## src/rtl/aes_pkg.sv

```systemverilog
// Shared AES types and constants used by the round datapath and its I/O stages.
package aes_pkg;

   typedef logic [7:0] byte_t;
   typedef byte_t [15:0] state_t;

   localparam int AES_NBYTES          = 16;
   localparam int AES_WORDS_PER_BLOCK = 4;

   typedef enum logic {
      IDLE = 1'b0,
      SEND = 1'b1
   } rd_state_e;

endpackage

```

## src/rtl/aes_out_slot.sv

```systemverilog
// One buffered AES state for the output serializer: data register, FULL flag
// and a 32-bit word-select mux (byte 4k+j lands on bits 8j+:8 of word k).
module aes_out_slot
   import aes_pkg::*;
(
   input  logic        clk,
   input  logic        reset,
   input  logic        load,
   input  logic        clear,
   input  state_t      d,
   input  logic [1:0]  sel,
   output logic        full,
   output logic [31:0] word
);

   state_t data_q, data_d;
   logic   full_q, full_d;

   always_comb begin
      data_d = data_q;
      full_d = full_q;
      if (load) begin
         data_d = d;
         full_d = 1'b1;
      end else if (clear) begin
         full_d = 1'b0;
      end
   end

   always_ff @(posedge clk) begin
      if (reset) begin
         data_q <= '0;
         full_q <= 1'b0;
      end else begin
         data_q <= data_d;
         full_q <= full_d;
      end
   end

   assign full = full_q;
   assign word = data_q[{sel, 2'b00} +: 4];

endmodule

```

## src/rtl/aes_out_serializer.sv

```systemverilog
// Serializes a 16-byte AES state into four 32-bit words over valid/ready.
// Define AES_OUT_PINGPONG_EN for two alternating buffer slots (default: one).
//
//   state | meaning
//   IDLE  | oldest slot empty, o_valid low
//   SEND  | oldest slot full, word n_rd on o
module aes_out_serializer
   import aes_pkg::*;
#(
   parameter int NBYTES = AES_NBYTES,
   parameter int WORD_W = 32
)
(
   input  logic                   clk,
   input  logic                   reset,
   input  logic [NBYTES-1:0][7:0] i,
   input  logic                   i_valid,
   output logic                   i_ready,
   output logic [WORD_W-1:0]      o,
   output logic                   o_valid,
   input  logic                   o_ready,
   output logic                   o_last,
   output logic                   busy
);

`ifdef AES_OUT_PINGPONG_EN
   localparam int NSLOT = 2;
`else
   localparam int NSLOT = 1;
`endif

   rd_state_e         state_q, state_d;
   logic [1:0]        n_rd_q, n_rd_d;
   logic [NSLOT-1:0]  slot_load, slot_clear, slot_full, full_next;
   logic [WORD_W-1:0] slot_word [NSLOT];
   logic [WORD_W-1:0] rd_word;
   logic              load, hs, drain, wr_full, rd_full_next;

   for (genvar s = 0; s < NSLOT; s++) begin : g_slot
      aes_out_slot u_slot (
         .clk   (clk),
         .reset (reset),
         .load  (slot_load[s]),
         .clear (slot_clear[s]),
         .d     (i),
         .sel   (n_rd_q),
         .full  (slot_full[s]),
         .word  (slot_word[s])
      );
   end

   assign hs        = o_valid && o_ready;
   assign drain     = hs && (n_rd_q == 2'd3);
   assign i_ready   = !wr_full;
   assign load      = i_valid && !wr_full;
   assign full_next = (slot_full | slot_load) & ~slot_clear;

`ifdef AES_OUT_PINGPONG_EN
   logic wr_ptr_q, wr_ptr_d, rd_ptr_q, rd_ptr_d;

   // Slots fill and drain in the same order, so the write slot is empty whenever any slot is.
   assign wr_ptr_d     = wr_ptr_q ^ load;
   assign rd_ptr_d     = rd_ptr_q ^ drain;
   assign wr_full      = slot_full[wr_ptr_q];
   assign rd_word      = slot_word[rd_ptr_q];
   assign slot_load    = {load & wr_ptr_q, load & ~wr_ptr_q};
   assign slot_clear   = {drain & rd_ptr_q, drain & ~rd_ptr_q};
   assign rd_full_next = full_next[rd_ptr_d];

   always_ff @(posedge clk) begin
      if (reset) begin
         wr_ptr_q <= 1'b0;
         rd_ptr_q <= 1'b0;
      end else begin
         wr_ptr_q <= wr_ptr_d;
         rd_ptr_q <= rd_ptr_d;
      end
   end
`else
   assign wr_full      = slot_full[0];
   assign rd_word      = slot_word[0];
   assign slot_load    = load;
   assign slot_clear   = drain;
   assign rd_full_next = full_next[0];
`endif

   always_ff @(posedge clk) begin
      if (reset) begin
         state_q <= IDLE;
         n_rd_q  <= 2'd0;
      end else begin
         state_q <= state_d;
         n_rd_q  <= n_rd_d;
      end
   end

   // Next state looks at the slot that will be oldest after this edge, so word 0 shows one edge after load.
   always_comb begin
      state_d = state_q;
      n_rd_d  = n_rd_q;
      case (state_q)
         IDLE: begin
            if (rd_full_next) state_d = SEND;
         end
         SEND: begin
            if (hs) n_rd_d = n_rd_q + 2'd1;
            if (drain) state_d = rd_full_next ? SEND : IDLE;
         end
         default: state_d = IDLE;
      endcase
   end

   always_comb begin
      o_valid = (state_q == SEND);
      o_last  = o_valid && (n_rd_q == 2'd3);
      o       = o_valid ? rd_word : '0;
      busy    = |slot_full;
   end

endmodule

```

## config.mk

```make
export PLATFORM = sky130hd
export DESIGN_NAME = aes_out_serializer
export DESIGN_NICKNAME = d
export VERILOG_FILES = /design/src/rtl/aes_pkg.sv /design/src/rtl/aes_out_slot.sv /design/src/rtl/aes_out_serializer.sv
export SDC_FILE = /design/constraint.sdc
export NUM_CORES = 1
export LEC_CHECK = 0
export BUFFER_PORTS_ARGS = -buffer_cell sky130_fd_sc_hd__buf_2
export CAP_MARGIN = 20
export CELL_PAD_IN_SITES_DETAIL_PLACEMENT = 1
export CELL_PAD_IN_SITES_GLOBAL_PLACEMENT = 1
export CORE_MARGIN = 2
export CORE_UTILIZATION = 40
export DETAILED_ROUTE_END_ITERATION = 8
export PLACE_DENSITY = 0.93
export SLEW_MARGIN = 20
export SYNTH_ARGS = -nofsm -noshare
export SYNTH_HDL_FRONTEND = slang
export SYNTH_SLANG_ARGS = --single-unit
```

## constraint.sdc

```tcl
create_clock -name clk -period 2.6 [get_ports clk]
set_input_delay 0.26 -clock clk [delete_from_list [all_inputs] [get_ports clk]]
set_output_delay 0.26 -clock clk [all_outputs]
set_load 0.05 [all_outputs]
```

==> qor.csv, run 1 <==
stage;metric;value;unit
drt;final_antenna_net_count;0;
synthesis;avgSynthCellArea;8.05;µm²
pwr;p_sw_share;26.1;%
timing;finalCritPeriodShare;91.3;%
floorplan;core-area;0.0133;mm²
place;dpl.hpwl;11700;µm
synthesis;synth.distinct_cells;21;
synthesis;netlist_area;0.00551;mm²
global_route;grt_pass1_wl;26900;µm
final_layout;layoutNonFillerInstCount;1017;
critical_path;worstSetupPathType;register to output pin;
synthesis;ys_seq_elements;132;
critical_path;cp_slowest_cell;dfxtp_1;
pwr;p_sw;0.00131;W
timing;tns;0;ns
clock_network;cts.sinks;132;
global_route;overflow;0;
critical_path;crit_required;2.34;ns
drt;vias;5268;
timing;setup_viol;0;
clock_network;clk_pin_slew_worst_paths;0.05;ns
final_layout;area.growth.synth_to_final;26.5;%
floorplan;dieArea;0.0147;mm²
drt;post-route-drc-count;0;
place;gp_congestion;0.849;
pwr;power.share.clock;43.4;%
global_route;antenna_found_initial;2;
clock_network;cts_htree_levels;4;
pwr;power_frac_comb;12.5;%
clock_network;cts_buffers;17;
synthesis;synthFlopType;dfxtp_1;
final_layout;fin_nets;960;
place;portBuffers;167;
timing;fin_skew;0.00313;ns
synthesis;synthCells;685;
final_layout;drive_gt1_share;24.8;%
place;dp_cells;984;
synthesis;synth_top_cell_by_area;dfxtp_1;
floorplan;floorplan.initialDensity;41.3;%
clock_network;cts_tree;yes;
clock_network;postCtsSetupBuffers;0;
timing;layout_min_cycle_time;2.37;ns
floorplan;rows;42;
pwr;leakagePower;2.78;nW
synthesis;ys_warn_count;0;
timing;worst_pin_slew;0.661;ns
clock_network;hold_buffers;0;
pwr;ir_drop;0.477;mV
pwr;seq_power_share;44.1;%
timing;timing.hold.ws;0.0745;ns
synthesis;async_reset_ff_share;0;%
critical_path;worstPathArrival;2.11;ns
global_route;track_usage;23.8;%
synthesis;yosysMostFrequentCell;nand2_1;
floorplan;pin_count;168;
clock_network;clk_latency;0.42;ns
floorplan;chipHeight;121;µm
critical_path;crit_path_max_fanout;18;
synthesis;yosysTopAreaCellShare;47.9;%
critical_path;path_cells;nand2_1, buf_4, o22ai_1, buf_2;
timing;rsz0062_at_grt;no;
timing;slew_violations;0;
global_route;grt_pass1_vias;5290;
worst_hold_path;hold_path_class;input port to register;
outcome;status;finished clean;
synthesis;netlist_top_cells_count;259 x nand2_1, 132 x dfxtp_1, 129 x a21oi_1, 64 x mux2i_1, 32 x o22ai_1;
critical_path;worst_setup_path_end_kind;output pin;
clock_network;cts_buffer_depth;2;
critical_path;critPathMaxStageDelay;0.47;ns
final_layout;final_util;52.2;%
pwr;power_density;720;mW/mm²
critical_path;startpoint_type;register;
drt;wirelength;17000;µm
clock_network;cts-resized-gates;0;
synthesis;synthesis.nets;818;
timing;fmax;421;MHz
pwr;intPower;0.00371;W
timing;slew_headroom;56.0;%
timing;hold_viol;0;
synthesis;synthTopCellsByArea;dfxtp_1 48%, nand2_1 18%, a21oi_1 12%, mux2i_1 12%, o22ai_1 3.6%;
flow_run;drv_cap;0;
clock_network;clockRootBuffer;clkbuf_16;
global_route;grt_max_degree;129;
synthesis;synth_edf_count;0;
drt;vias_per_cell;5.18;
drt;first_pass_iters;4;
synthesis;yosysSeqAreaShare;47.9;%
drt;drt-initial-drc-count;318;
drt;wl_per_cell;16.8;µm
floorplan;die_w;121;µm
state kept, by name, summed over array words and instances, names as in the netlist:
register              count
g_slot.u_slot.data_q    128
n_rd_q                    2
g_slot.u_slot.full        1
o_valid                   1
cell families after synthesis:
family	Yosys count	synth area share, %
AOI/OAI and AO/OA	164	15.8
xor gates and xnor gates	1	0.159
adders and majority gates	1	0.227
buffers and inverters	57	5.90
DFF	132	47.9
muxes	64	11.6
and+or+nand+nor	266	18.3
layout by cell type, fill, tap and decap left out, types with 4 or more instances in the layout:
cell,n
o22ai_1,32
clkbuf_8,5
dfxtp_1,131
clkinv_2,4
clkbuf_16,17
mux2i_1,64
buf_4,7
buf_12,6
clkbuf_1,6
a21oi_1,129
nand2_1,259
buf_2,166
critical path, delay by kind of cell (launching register included):
| family | cells | cell delay (ns) |
|---|---|---|
| flops | 1 | 0.47 |
| buf+inv | 2 | 0.65 |
| compound gates | 1 | 0.17 |
| simple gates | 1 | 0.38 |
power by group through the flow:
| stage | logic [W] | clock network [W] | registers [W] |
|---|---|---|---|
| 2_1_floorplan | 0.000414 | 0 | 0.00224 |
| 3_3_place_gp | 0.000607 | 0 | 0.00225 |
| 3_5_place_dp | 0.000625 | 0 | 0.00225 |
| 4_1_cts | 0.000632 | 0.00222 | 0.00221 |
| 5_1_grt | 0.000694 | 0.00231 | 0.00223 |
| 6_report | 0.000630 | 0.00218 | 0.00221 |
final timing paths:
kind / startpoint / endpoint / slack, ns / cells past startpoint
max reg2reg: g_slot[0].u_slot.full$_SDFFE_PP0P_ / g_slot[0].u_slot.data_q[23]$_SDFFE_PP0P_ / 0.90 / 4
min: i[64] / g_slot[0].u_slot.data_q[64]$_SDFFE_PP0P_ / 0.07 / 3
max: o_valid$_SDFF_PP0_ / o[9] / 0.23 / 4
min reg2reg: g_slot[0].u_slot.data_q[107]$_SDFFE_PP0P_ / g_slot[0].u_slot.data_q[107]$_SDFFE_PP0P_ / 0.45 / 2
stage by stage:
step           total power, W  area, µm²  setup slack, ns
2_1_floorplan         0.00265       5510            0.382
3_3_place_gp          0.00285       6430            0.797
3_5_place_dp          0.00288       6430            0.690
4_1_cts               0.00506       6970            0.231
5_1_grt               0.00523       6970            0.115
6_report              0.00502       6970            0.226
area by class of cell:
cell class	instances	area, µm²
repair buffers	179	1000
inverters	1	3.75
flip-flops and latches	132	2650
clock buffers	28	517
multi-input cells	496	2560
well taps	176	220
clock inverters	4	20.0
diodes	1	2.50
fillers	1716	6380
routing by layer:
| layer | global-route usage (%) | wire [µm] | part of all wire [%] | vias to the layer above |
|---|---|---|---|---|
| met1 | 29.3 | 7650 | 45 | 2496 |
| met5 | 0 | 8 | 0.047 | - |
| li1 | - | - | - | 2581 |
| met2 | 39.6 | 8110 | 48 | 152 |
| met4 | 10.9 | 490 | 2.9 | 2 |
| met3 | 5.45 | 784 | 4.6 | 37 |
Power figures use the tool's default switching activity.
==> run 2, diff against run 1 <==
==> constraint.sdc (replaced) <==
create_clock -name clk -period 2.6 [get_ports clk]
set_input_delay 0 -clock clk [delete_from_list [all_inputs] [get_ports clk]]
set_output_delay 0 -clock clk [all_outputs]
set_load 0.05 [all_outputs]
==> run 2 against run 1 <==
Effect of this change: sequential share of layout area fell by 6.2 points; cell area up 20%; critical path depth unchanged; setup slack improved by 0.071 ns; routed wire length is 43% higher; via count is 17% higher; sequential power barely moved; first-iteration DRC count up 60%; fmax up 3.1%; critical path type unchanged; critical endpoint is now o[0]; highest routed layer is now met4.
==> qor.csv, run 2 (synthesized netlist as in run 1, its figures left out) <==
stage;metric;value;unit;change
floorplan;die_w;121;µm;unchanged
place;dpl_cell_area;0.00638;mm²;-0.74%
final_layout;final_cell_area;0.00834;mm²;+20%
floorplan;rows;42;;unchanged
timing;setup_viol;0;;unchanged
pwr;ir_drop;0.522;mV;+9.3%
clock_network;cts.sinks;132;;unchanged
final_layout;area.growth.synth_to_final;51.3;%;
place;gp_congestion;0.802;;-5.5%
drt;first_pass_iters;5;;+1
final_layout;drive_gt1_share;21.8;%;-2.9 points
pwr;power.share.clock;45.9;%;+2.5 points
critical_path;crit_required;2.60;ns;+0.26 ns
pwr;power_density;677;mW/mm²;-6.0%
pwr;power_frac_comb;14.6;%;+2.1 points
global_route;overflow;0;;unchanged
global_route;grt_pass1_wl;37600;µm;+40%
timing;rsz0062_at_grt;no;;
timing;hold_viol;0;;unchanged
critical_path;worstSetupPathType;register to output pin;;
critical_path;crit_path_max_fanout;34;;+16
place;dpl.hpwl;11800;µm;+0.93%
floorplan;pin_count;168;;unchanged
clock_network;postCtsSetupBuffers;0;;unchanged
final_layout;largestRegisters;g_slot.u_slot.data_q: 128 flops, n_rd_q: 2 flops;;
flow_run;drv_cap;0;;unchanged
final_layout;final_cell_mix;259 x nand2_1, 166 x buf_2, 131 x dfxtp_1;;
clock_network;cts-resized-gates;0;;unchanged
timing;worst_pin_slew;0.667;ns;+0.00642 ns
floorplan;dieArea;0.0147;mm²;unchanged
drt;wirelength;24400;µm;+43%
drt;vias;6157;;+17%
clock_network;cts_buffers;17;;unchanged
pwr;intPower;0.00418;W;+13%
clock_network;clockRootBuffer;clkbuf_16;;
critical_path;startpoint_type;register;;
drt;post-route-drc-count;0;;unchanged
critical_path;worst_setup_path_end_kind;output pin;;
drt;drt-initial-drc-count;508;;+60%
drt;wl_per_cell;21.2;µm;+27%
place;portBuffers;167;;unchanged
drt;vias_per_cell;5.36;;+3.5%
timing;slew_headroom;55.5;%;-0.43 points
floorplan;core-area;0.0133;mm²;unchanged
timing;fmax;434;MHz;+3.1%
timing;tns;0;ns;unchanged
pwr;seq_power_share;39.5;%;-4.6 points
final_layout;fillCellCount;1608;;-6.3%
global_route;antenna_found_initial;3;;+1
clock_network;cts_htree_levels;4;;unchanged
final_layout;seqCellArea;0.00265;mm²;unchanged
timing;fin_skew;0.00754;ns;+0.00441 ns
clock_network;cts_tree;yes;;
clock_network;cts_buffer_depth;2;;unchanged
critical_path;worstPathArrival;2.30;ns;+0.19 ns
floorplan;chipHeight;121;µm;unchanged
outcome;status;finished clean;;
global_route;grt_pass1_vias;6893;;+30%
clock_network;hold_buffers;130;;+130
worst_hold_path;hold_path_class;input port to register;;
final_layout;top_register;g_slot.u_slot.data_q;;
pwr;p_sw_share;26.0;%;-0.098 points
pwr;leakagePower;3.36;nW;+21%
final_layout;fin_nets;1087;;+13%
timing;finalCritPeriodShare;88.6;%;-2.7 points
clock_network;clk_pin_slew_worst_paths;0.06;ns;about the same
drt;final_antenna_net_count;0;;unchanged
final_layout;multiInputGateArea;0.00256;mm²;unchanged
global_route;grt_max_degree;92;;-29%
clock_network;clk_latency;0.42;ns;about the same
final_layout;final_common_cell;nand2_1;;
timing;slew_violations;0;;unchanged
pwr;p_sw;0.00147;W;+12%
global_route;track_usage;34.0;%;+10 points
floorplan;floorplan.initialDensity;41.3;%;unchanged
timing;layout_min_cycle_time;2.30;ns;-0.0711 ns
final_layout;final_util;62.5;%;+10 points
final_layout;largest_reg_flops;128;;unchanged
[run 2: cell types whose count changed in the layout (fill, tap and decap cells not counted), sizes merged]
cell,before,now
dlygate4sd3,0,130
clkbuf,28,23
diode,1,5
buf,179,176
bufinv,0,3
clkinv,4,6
[run 2: power by group through the flow]
stage	clock network, W	logic (W)	registers (W)
global route	0.00270	0.000882	0.00224
floorplan	0	0.000414	0.00224
global placement	0	0.000591	0.00226
CTS	0.00258	0.000771	0.00222
finish	0.00259	0.000823	0.00223
detailed placement	0	0.000610	0.00226
[run 2: area by class of cell]
cell class / instances / share of cell area [%]
inverters: 1 / 0.0450
flip-flops and latches: 132 / 31.7
clock inverters: 9 / 1.44
repair buffers: 306 / 27.1
multi-input cells: 496 / 30.7
well taps: 176 / 2.64
clock buffers: 23 / 6.23
diodes: 5 / 0.150
[run 2: through the flow]
stage / power, W / cells / setup slack, ns / hold WS [ns]
after floorplan: 0.00265 / 685 / 0.642 / 0.114
after global placement: 0.00285 / 981 / 0.955 / 0.241
after detailed placement: 0.00287 / 981 / 0.918 / 0.247
after CTS: 0.00557 / 1143 / 0.451 / 0.0955
after global routing: 0.00582 / 1146 / 0.201 / 0.134
final: 0.00564 / 1148 / 0.297 / 0.125
[run 2: path summary, 6_finish.rpt]
check / start / end / slack (ns) / cells after the start
worst max-delay path: n_rd_q[1]$_SDFFE_PP0P_ / o[0] / 0.30 / 4
worst min-delay path: reset / g_slot[0].u_slot.data_q[39]$_SDFFE_PP0P_ / 0.12 / 2
worst max register to register: g_slot[0].u_slot.full$_SDFFE_PP0P_ / g_slot[0].u_slot.data_q[63]$_SDFFE_PP0P_ / 0.76 / 4
worst min register to register: g_slot[0].u_slot.data_q[17]$_SDFFE_PP0P_ / g_slot[0].u_slot.data_q[17]$_SDFFE_PP0P_ / 0.46 / 2
[run 2: worst max-delay path, cell delays in order (launching register included)]
cell and delay, ns:
dfxtp_4 0.76, buf_12 0.34, mux2i_1 0.16, o22ai_1 0.26
buf_2 0.33
[run 2: metal layers]
layer | up-vias | track usage [%] | wire [µm]
met5 | - | 0 | 0
met4 | 0 | 19.6 | 1280
met3 | 95 | 5.59 | 1070
met2 | 250 | 61.3 | 12700
met1 | 2978 | 37.5 | 9340
li1 | 2834 | - | -
